File: src/rtl/elevator_scan_ctrl_if.sv
// rtl/elevator_scan_ctrl_if.sv - floor-call request channel between call logic and the car controller
// The controller answers a call on the same channel with an out-of-range error pulse.
interface elevator_scan_ctrl_if #(
    parameter int FLOOR_W = 4
) ();
    logic               req_valid;
    logic [FLOOR_W-1:0] req_floor;
    logic               req_err;

    modport master (
        output req_valid,
        output req_floor,
        input  req_err
    );

    modport slave (
        input  req_valid,
        input  req_floor,
        output req_err
    );
endinterface

File: src/rtl/elevator_scan_ctrl.sv
// rtl/elevator_scan_ctrl.sv - SCAN-order elevator controller with per-floor travel and door dwell timing
// Calls are latched into a pending bitmap; the car keeps direction while calls remain ahead.
module elevator_scan_ctrl #(
    parameter int NUM_FLOORS  = 10,
    parameter int FLOOR_W     = 4,
    parameter int MOVE_CYCLES = 4,
    parameter int DOOR_CYCLES = 8
) (
    input  logic                  clk,
    input  logic                  rst,
    elevator_scan_ctrl_if.slave   req,
    output logic [FLOOR_W-1:0]    current_floor,
    output logic                  moving,
    output logic                  direction,
    output logic                  door_open,
    output logic                  arrived,
    output logic [NUM_FLOORS-1:0] pending
);
    localparam int CNT_MAX = (MOVE_CYCLES > DOOR_CYCLES) ? MOVE_CYCLES : DOOR_CYCLES;
    localparam int CNT_W   = (CNT_MAX > 1) ? $clog2(CNT_MAX) : 1;
    localparam logic [CNT_W-1:0]   MOVE_LAST = CNT_W'(MOVE_CYCLES - 1);
    localparam logic [CNT_W-1:0]   DOOR_LAST = CNT_W'(DOOR_CYCLES - 1);
    localparam logic [FLOOR_W:0]   FLOOR_LIM = (FLOOR_W + 1)'(NUM_FLOORS);

    typedef enum logic [1:0] {
        IDLE = 2'd0,
        MOVE = 2'd1,
        DOOR = 2'd2
    } state_t;

    state_t              state;
    logic [CNT_W-1:0]    cnt;

    logic                req_in_range;
    logic                req_here;
    logic                req_latch;
    logic [FLOOR_W-1:0]  step_floor;
    logic [NUM_FLOORS-1:0] req_bit;
    logic [NUM_FLOORS-1:0] above_mask;
    logic [NUM_FLOORS-1:0] below_mask;
    logic [NUM_FLOORS-1:0] step_bit;
    logic [NUM_FLOORS-1:0] pend_req;
    logic                step_hit;
    logic                call_ahead;
    logic                call_behind;

    assign moving    = (state == MOVE);
    assign door_open = (state == DOOR);

    always_comb begin
        req_in_range = req.req_valid && ({1'b0, req.req_floor} < FLOOR_LIM);
        // A call for the floor the car is standing at reopens/holds the door instead of latching.
        req_here     = req_in_range && (req.req_floor == current_floor) && (state != MOVE);
        req_latch    = req_in_range && !req_here;
        step_floor   = direction ? (current_floor + 1'b1) : (current_floor - 1'b1);
        req_bit      = '0;
        above_mask   = '0;
        below_mask   = '0;
        step_bit     = '0;
        for (int i = 0; i < NUM_FLOORS; i++) begin
            req_bit[i]    = req_latch && (req.req_floor == FLOOR_W'(i));
            above_mask[i] = (FLOOR_W'(i) > current_floor);
            below_mask[i] = (FLOOR_W'(i) < current_floor);
            step_bit[i]   = (step_floor == FLOOR_W'(i));
        end
        pend_req    = pending | req_bit;
        step_hit    = |(pend_req & step_bit);
        call_ahead  = direction ? |(pending & above_mask) : |(pending & below_mask);
        call_behind = direction ? |(pending & below_mask) : |(pending & above_mask);
    end

    always_ff @(posedge clk) begin
        if (rst) begin
            state         <= IDLE;
            cnt           <= '0;
            current_floor <= '0;
            direction     <= 1'b1;
            pending       <= '0;
            arrived       <= 1'b0;
            req.req_err   <= 1'b0;
        end else begin
            req.req_err <= req.req_valid && !req_in_range;
            arrived     <= 1'b0;
            pending     <= pend_req;
            case (state)
                IDLE: begin
                    if (req_here) begin
                        state <= DOOR;
                        cnt   <= '0;
                    end else if (call_ahead || call_behind) begin
                        direction <= call_ahead ? direction : ~direction;
                        state     <= MOVE;
                        cnt       <= '0;
                    end
                end
                MOVE: begin
                    if (cnt == MOVE_LAST) begin
                        cnt           <= '0;
                        current_floor <= step_floor;
                        // Stop on a latched call or one arriving on the very edge we reach the floor.
                        if (step_hit) begin
                            pending <= pend_req & ~step_bit;
                            arrived <= 1'b1;
                            state   <= DOOR;
                        end
                    end else begin
                        cnt <= cnt + 1'b1;
                    end
                end
                DOOR: begin
                    if (req_here) begin
                        cnt <= '0;
                    end else if (cnt == DOOR_LAST) begin
                        cnt <= '0;
                        if (call_ahead) begin
                            state <= MOVE;
                        end else if (call_behind) begin
                            direction <= ~direction;
                            state     <= MOVE;
                        end else begin
                            state <= IDLE;
                        end
                    end else begin
                        cnt <= cnt + 1'b1;
                    end
                end
                default: state <= IDLE;
            endcase
        end
    end
endmodule
File: src/flat_wrapper.sv
// flat-port wrapper written by rule: the top's interface ports become plain ports
module elevator_scan_ctrl_flat 
#(
    parameter int NUM_FLOORS  = 10,
    parameter int FLOOR_W     = 4,
    parameter int MOVE_CYCLES = 4,
    parameter int DOOR_CYCLES = 8
)
  (clk, rst, current_floor, moving, direction, door_open, arrived, pending, req_req_valid, req_req_floor, req_req_err);
  elevator_scan_ctrl_if #(.FLOOR_W(FLOOR_W)) req_i ();
  input  logic clk;
  input  logic rst;
  output logic [FLOOR_W-1:0] current_floor;
  output logic moving;
  output logic direction;
  output logic door_open;
  output logic arrived;
  output logic [NUM_FLOORS-1:0] pending;
  input wire logic [$bits(req_i.req_valid)-1:0] req_req_valid;
  input wire logic [$bits(req_i.req_floor)-1:0] req_req_floor;
  output wire logic [$bits(req_i.req_err)-1:0] req_req_err;
  assign req_i.req_valid = req_req_valid;
  assign req_i.req_floor = req_req_floor;
  assign req_req_err = req_i.req_err;
  elevator_scan_ctrl #(.NUM_FLOORS(NUM_FLOORS), .FLOOR_W(FLOOR_W), .MOVE_CYCLES(MOVE_CYCLES), .DOOR_CYCLES(DOOR_CYCLES)) u_core (.clk(clk), .rst(rst), .req(req_i), .current_floor(current_floor), .moving(moving), .direction(direction), .door_open(door_open), .arrived(arrived), .pending(pending));
endmodule
File: config.mk
export PLATFORM = sky130hd
export DESIGN_NAME = elevator_scan_ctrl_flat
export DESIGN_NICKNAME = d
export VERILOG_FILES = /design/src/rtl/elevator_scan_ctrl_if.sv /design/src/rtl/elevator_scan_ctrl.sv /design/src/flat_wrapper.sv
export SDC_FILE = /design/constraint.sdc
export NUM_CORES = 1
export LEC_CHECK = 0
export BUFFER_PORTS_ARGS = -buffer_cell sky130_fd_sc_hd__buf_2
export CAP_MARGIN = 10
export CORE_MARGIN = 2
export CORE_UTILIZATION = 55
export CTS_CLUSTER_SIZE = 24
export DETAILED_ROUTE_END_ITERATION = 8
export PLACE_DENSITY = 0.82
export SLEW_MARGIN = 5
export SYNTH_ARGS = -nofsm -noshare
export SYNTH_HDL_FRONTEND = slang
export SYNTH_SLANG_ARGS = --single-unit
File: constraint.sdc
create_clock -name clk -period 3.9 [get_ports clk]
set_clock_uncertainty 0.15 [all_clocks]
set_input_delay 0.195 -clock clk [delete_from_list [all_inputs] [get_ports clk]]
set_output_delay 0.195 -clock clk [all_outputs]
set_load 0.05 [all_outputs]
* Word-level counts from Yosys, hierarchy flattened
Cells that the tools add are included.
** Storage, ports and cells
- Memories kept :: 0
- Bits in read-only memories :: 0
- Input port bits :: 7
- Output and inout bits :: 19
- Memory bits (writable) :: 0
- Register bits :: 22
- Latch bits :: 0
** Operators by class
- Div/mod/pow operators :: 0
- Reductions and logical operators :: 31
- Shifts and indexed selects :: 0
- Eq/ne operators :: 34
- Multiplexer cells :: 30
- Multipliers :: 0
- Bitwise logic cells :: 9
- $lt $le $gt $ge :: 21
- Add/sub/neg operators :: 3
** Operator list (count)
- AND 10 bit :: 4
- equality test 4 x 3 -> 1 bit (second input constant) :: 8
- 2-to-1 mux 10 bit :: 3
- OR reduction 10 bit :: 3
- equality test 4 x 2 -> 1 bit (second input constant) :: 4
- equality test 4 bit (second input constant) :: 4
- greater-than comparator 3 x 4 -> 1 bit (first input constant) :: 4
- < comparator 3 x 4 -> 1 bit (first input constant) :: 4
- logical AND 1 bit :: 15
- 2-to-1 mux 3 bit :: 5
- 2-to-1 mux 2 bit :: 7
- != test 2 x 1 -> 1 bit (second input constant) :: 6
- 2-to-1 mux 1 bit :: 11
- NOT 10 bit :: 1
- bitwise OR 10 bit :: 1
- case mux 3 bit (3 select lines) :: 1
- equality test 4 x 1 -> 1 bit (second input constant) :: 2
- greater-than comparator 1 x 4 -> 1 bit (first input constant) :: 2
- greater-than comparator 2 x 4 -> 1 bit (first input constant) :: 2
- greater-than comparator 4 bit (first input constant) :: 2
- logical NOT 4 bit :: 2
- < comparator 1 x 4 -> 1 bit (first input constant) :: 2
- < comparator 2 x 4 -> 1 bit (first input constant) :: 2
- < comparator 4 bit (first input constant) :: 2
- other kinds (24) :: 31

* Logic depth before layout (Yosys ltp)
- Depth in word-level cells :: 13
- Depth in mapped cells :: 10
- Mapped depth without buffers :: 9

* Least setup slack after synthesis
OpenSTA, ideal clock, no wires.
- Path type :: reg2reg
- From :: register u_core.current_floor[0]
- To :: register u_core.state[1]
- Period minus slack after synthesis :: 3290 ps
- Data required time :: 3618 ps
- Cell stages (with the launch flop) :: 10
- Arrival :: 3008 ps
- Setup slack :: 610 ps
- Cell sequence :: dfxtp_1 inv_1 ha_1 xnor2_1 mux4_2 a41o_1 a31o_1 a211oi_1 or3_1 a21oi_1
** Between the ends
- Cells in the longest elaborated chain, start to end :: 11
** RTL lines
- from (decl) :: RTL line elevator_scan_ctrl.sv:12 : output logic [FLOOR_W-1:0] current_floor,
- from (signal assigned) :: RTL line elevator_scan_ctrl.sv:99 : current_floor <= step_floor;
- parallel branches: the longest is 11 deep, another holds subtractor 4 x 1 -> 4 bit
- to (signal assigned) :: RTL line elevator_scan_ctrl.sv:74 : state <= IDLE;
- to (signal assigned) :: RTL line elevator_scan_ctrl.sv:88 : state <= DOOR;
- to (signal assigned) :: RTL line elevator_scan_ctrl.sv:92 : state <= MOVE;
- to (decl) :: RTL line elevator_scan_ctrl.sv:31 : state_t state;
Parallel ways; which one is timed is not known.
A chain may end at the register's enable or synchronous reset.

* Worst setup path after layout
- From :: register u_core.current_floor[1]
- To :: register u_core.pending[0]
** Between the ends
- Cells in the longest elaborated chain, start to end :: 12
** RTL lines
- parallel branches: the longest is 11 deep, another holds subtractor 4 x 1 -> 4 bit
- 2-to-1 mux 10 bit (*) :: RTL line elevator_scan_ctrl.sv:85 : case (state)
- to (signal assigned) :: RTL line elevator_scan_ctrl.sv:84 : pending <= pend_req;
- to (signal assigned) :: RTL line elevator_scan_ctrl.sv:102 : pending <= pend_req & ~step_bit;
- to (decl) :: RTL line elevator_scan_ctrl.sv:17 : output logic [NUM_FLOORS-1:0] pending
Mark *: on every way between the ends.

==> flow_results.org <==
** Timing
- The number of max-slew violations in the final report came to 0.
- Setup repair after global routing left no endpoint under its margin.
- Setup total negative slack on the finished layout was measured at 0 ns.
- Measured slew at the worst slew-check pin :: around 0.74 ns
- The worst path in the final design needs a cycle of approximately 3.3 ns, including I/O delays and setup.
- Final Hold Violating Endpoints :: 0
- The worst pin sits at a relative slew slack of between 40% and 50%.
- For this run, the top clock speed supported by timing is between 300 and 400 MHz.
- Portion of the clock cycle consumed by the worst path in the final layout :: between 80% and 90%
- Setup violators final :: 0

** Logic synthesis
- For this run, the leading register cell type out of synthesis is sky130_fd_sc_hd__dfxtp_1.
- After synthesis, the cell types taking the most area are sky130_fd_sc_hd__dfxtp_1 (24%), sky130_fd_sc_hd__ha_1 (9.7%), sky130_fd_sc_hd__a21oi_1 (5.0%), sky130_fd_sc_hd__nor2_1 (4.2%), sky130_fd_sc_hd__xnor2_1 (3.4%).
- For this run, the number of Yosys warnings is 0.
- The number of nets in the synthesized netlist is 242.
- Cell type with the largest total area after synthesis :: sky130_fd_sc_hd__dfxtp_1
- After synthesis, the largest area contributor takes up about a quarter of total cell area.
- Synth Cell Area :: 1810 um^2
- Number of storage elements in the synthesis netlist :: 22
- Number of synthesized flops with an enable pin :: 0
- The cell count after synthesis came out at 221.
- Share of the yosys chip area belonging to registers :: about a quarter
- Netlist cell types :: 57
- Average instance area after synthesis :: a little over 8 um^2
- Share of async-settable or async-resettable flops after synthesis :: 0%

** Placed design
- Including well taps, the total number of placed cells is 279.
- RePlAce Congestion :: 0.928
- Count of buffers inserted at the top-level ports :: 25
- Detailed placement ended at an HPWL of 3520 um.

** Finish
- Non-filler instance count after layout :: 284
- The repair_antennas step left the layout with diodes totalling 0.
- Synth-to-layout area growth :: 10.8%
- Of the cells placed in the final design, the portion with a size suffix greater than 1 is 16.3%.
- Leading cell types in the layout, fill and taps excluded :: sky130_fd_sc_hd__buf_2 (25), sky130_fd_sc_hd__dfxtp_1 (22), sky130_fd_sc_hd__nor2_1 (20)
- The filler cells instantiated in the layout total 285.
- Final layout net count :: ~260
- Leaving out fill and tap cells, the most frequent cell in the layout is sky130_fd_sc_hd__buf_2.

** Critical path
- In this run the worst path has a maximum fanout of 12.
- Crit start category :: flip-flop
- Class of the most critical setup path :: reg2reg
- The worst setup path is captured at a flip-flop.
- Arrival time reported for the critical path endpoint :: 3.36 ns
- Required arrival time at the worst endpoint :: 4.00 ns
- In this run the register-to-register setup slack is 0.64 ns.
- Logic depth of the worst register-to-register path :: 9

** Floorplan
- In this run the vertical extent of the chip is 61.3 um.
- Starting density of the core :: 58.7%
- Horizontal die dimension :: 61.3 um
- I/O pin count :: 26
- Cell Rows :: 20
- The core region is 3080 um^2.
- The die covers 3760 um^2.

** GRT
- Total global-route track usage :: 27.0%
- The initial antenna violation count came to 0.
- For this run the aggregate overflow at the end of global routing stands at 0.
- The via count of the first global-routing pass came to 1550.
- Wire length of the first global-routing pass :: between 7000 and 8000 um
- Entering global routing, the biggest net connects 24 pins.

** Clock tree
- Clock sinks :: 22
- Post-cts repair resize count :: 0
- CTS tree :: yes
- Cts-stage hold buffer count :: 1
- Buffers added to address setup during post-CTS repair amount to 0.
- Clock tree buffer depth :: 2
- After clock tree synthesis, the clock-pin slew on the worst setup and hold paths is 0.14 ns.
- CTS built an H-tree with a depth of 1.
- Counting the buffers created by CTS gives 3.
- Clk root buf :: sky130_fd_sc_hd__clkbuf_4
- At the later pin of the worst-skew pair, clock insertion delay measures ~0.33 ns.

** Outcome
- The run finished with clean final reports.

** Hold path
- Hold Path Stages :: 3
- In this run the worst hold path is classified as in2reg.

** Routing
- Overall via count from detail_route :: around 1800
- Number of nets with antenna violations after routing :: 0
- Post-detailed-route wirelength per cell :: 17.2 um
- The pre-antenna-repair detailed-routing pass consisted of 5 iterations.
- DRC :: 0
- Total Routed Length :: 4880 um
- Vias per inst :: 6.41
- The detailed router finished its first iteration with ~180 violations.

** Power and ir drop
- IR analysis of the VDD net gives a maximum drop of 0.175 mV.
- Dividing total power by cell area gives a power density of ~360 nW/um^2.
- The analysis attributes to cell leakage a power of 0.813 nW.

** Run
- Count of maximum capacitance violations :: 0
[registers in the layout, summed over array words and instances (netlist names)]
register and cells:
u_core.pending 10, u_core.req.req_err 1, u_core.current_floor 4, u_core.arrived 1
u_core.state 2, u_core.cnt 3, u_core.direction 1
[path summary, 6_finish.rpt]
path / endpoint / start
worst min-delay path: u_core.req.req_err / req_req_floor[3]
worst max register to register: u_core.pending[0] / u_core.current_floor[1]
worst min register to register: u_core.cnt[2] / u_core.cnt[2]
worst max-delay path: u_core.pending[0] / u_core.current_floor[1]
[final cells by class]
cell class              count  area, um^2  area share [%]
multi-input cells         173        1260            62.7
flip-flops and latches     22         440            22.0
repair buffers             28         150            7.50
well taps                  44        55.1            2.75
inverters                  13        48.8            2.44
clock inverters             1        30.0            1.50
clock buffers               3        22.5            1.12
[cells in the mapped netlist, types with 5 or more instances]
cell / n
sky130_fd_sc_hd__a211oi_1: 7
sky130_fd_sc_hd__nand2_1: 8
sky130_fd_sc_hd__nor3_1: 6
sky130_fd_sc_hd__ha_1: 14
sky130_fd_sc_hd__xnor2_1: 7
sky130_fd_sc_hd__buf_2: 5
sky130_fd_sc_hd__nor2_1: 20
sky130_fd_sc_hd__a21oi_1: 18
sky130_fd_sc_hd__inv_1: 12
sky130_fd_sc_hd__o21ai_0: 9
sky130_fd_sc_hd__a311oi_1: 6
sky130_fd_sc_hd__dfxtp_1: 22
sky130_fd_sc_hd__clkbuf_1: 7
[stage by stage]
step	area (um^2)	power [mW]	hold WS [ns]	util, %	setup WS, ns
after floorplan	1810	0.469	0.123	-	0.610
after global placement	1940	0.522	0.334	63.0	0.839
after detailed placement	1940	0.527	0.342	63.0	0.734
after CTS	2000	0.712	0.0138	65.1	0.677
after global routing	2000	0.747	0.0251	65.1	0.418
final	2000	0.714	0.00882	65.1	0.642
[metal layers]
layer  wire [um]  up-vias  part of all wire, %  GRT usage [%]
li1            -      866                    -              -
met1        2110      841                   43           38.7
met2        2170      106                   45           41.5
met3         526        8                   11           5.25
met4          70        0                  1.4           7.90
met5           0        -                    0              0
[critical path, cell delays in order (launching register included)]
cell and delay, ns:
sky130_fd_sc_hd__dfxtp_1 0.63, sky130_fd_sc_hd__inv_1 0.15, sky130_fd_sc_hd__ha_1 0.34, sky130_fd_sc_hd__xnor2_1 0.43, sky130_fd_sc_hd__mux4_2 0.39, sky130_fd_sc_hd__a41o_1 0.25
sky130_fd_sc_hd__nor2b_1 0.15, sky130_fd_sc_hd__a211oi_2 0.28, sky130_fd_sc_hd__nor3_2 0.12, sky130_fd_sc_hd__a311oi_1 0.29
[power breakdown]
group / internal, mW / switching, mW / total (mW)
Sequential: 0.238 / 0.0156 / 0.253
Combinational: 0.0963 / 0.178 / 0.274
Clock: 0.104 / 0.0821 / 0.186
Total: 0.438 / 0.275 / 0.714
[cell families (layout without fill, tap and decap cells)]
logic type	count (synthesis)	count (layout)	synth area share [%]
multiplexers	5	5	3.46
AND/OR/NAND/NOR	69	69	21.2
buffers and inverters	26	45	6.16
AO/OA/AOI/OAI	75	75	30.2
adder cells (fa/ha/maj)	15	15	10.2
XOR/XNOR	9	9	4.36
flip-flops	22	22	24.4
Power figures use the tool's default switching activity.
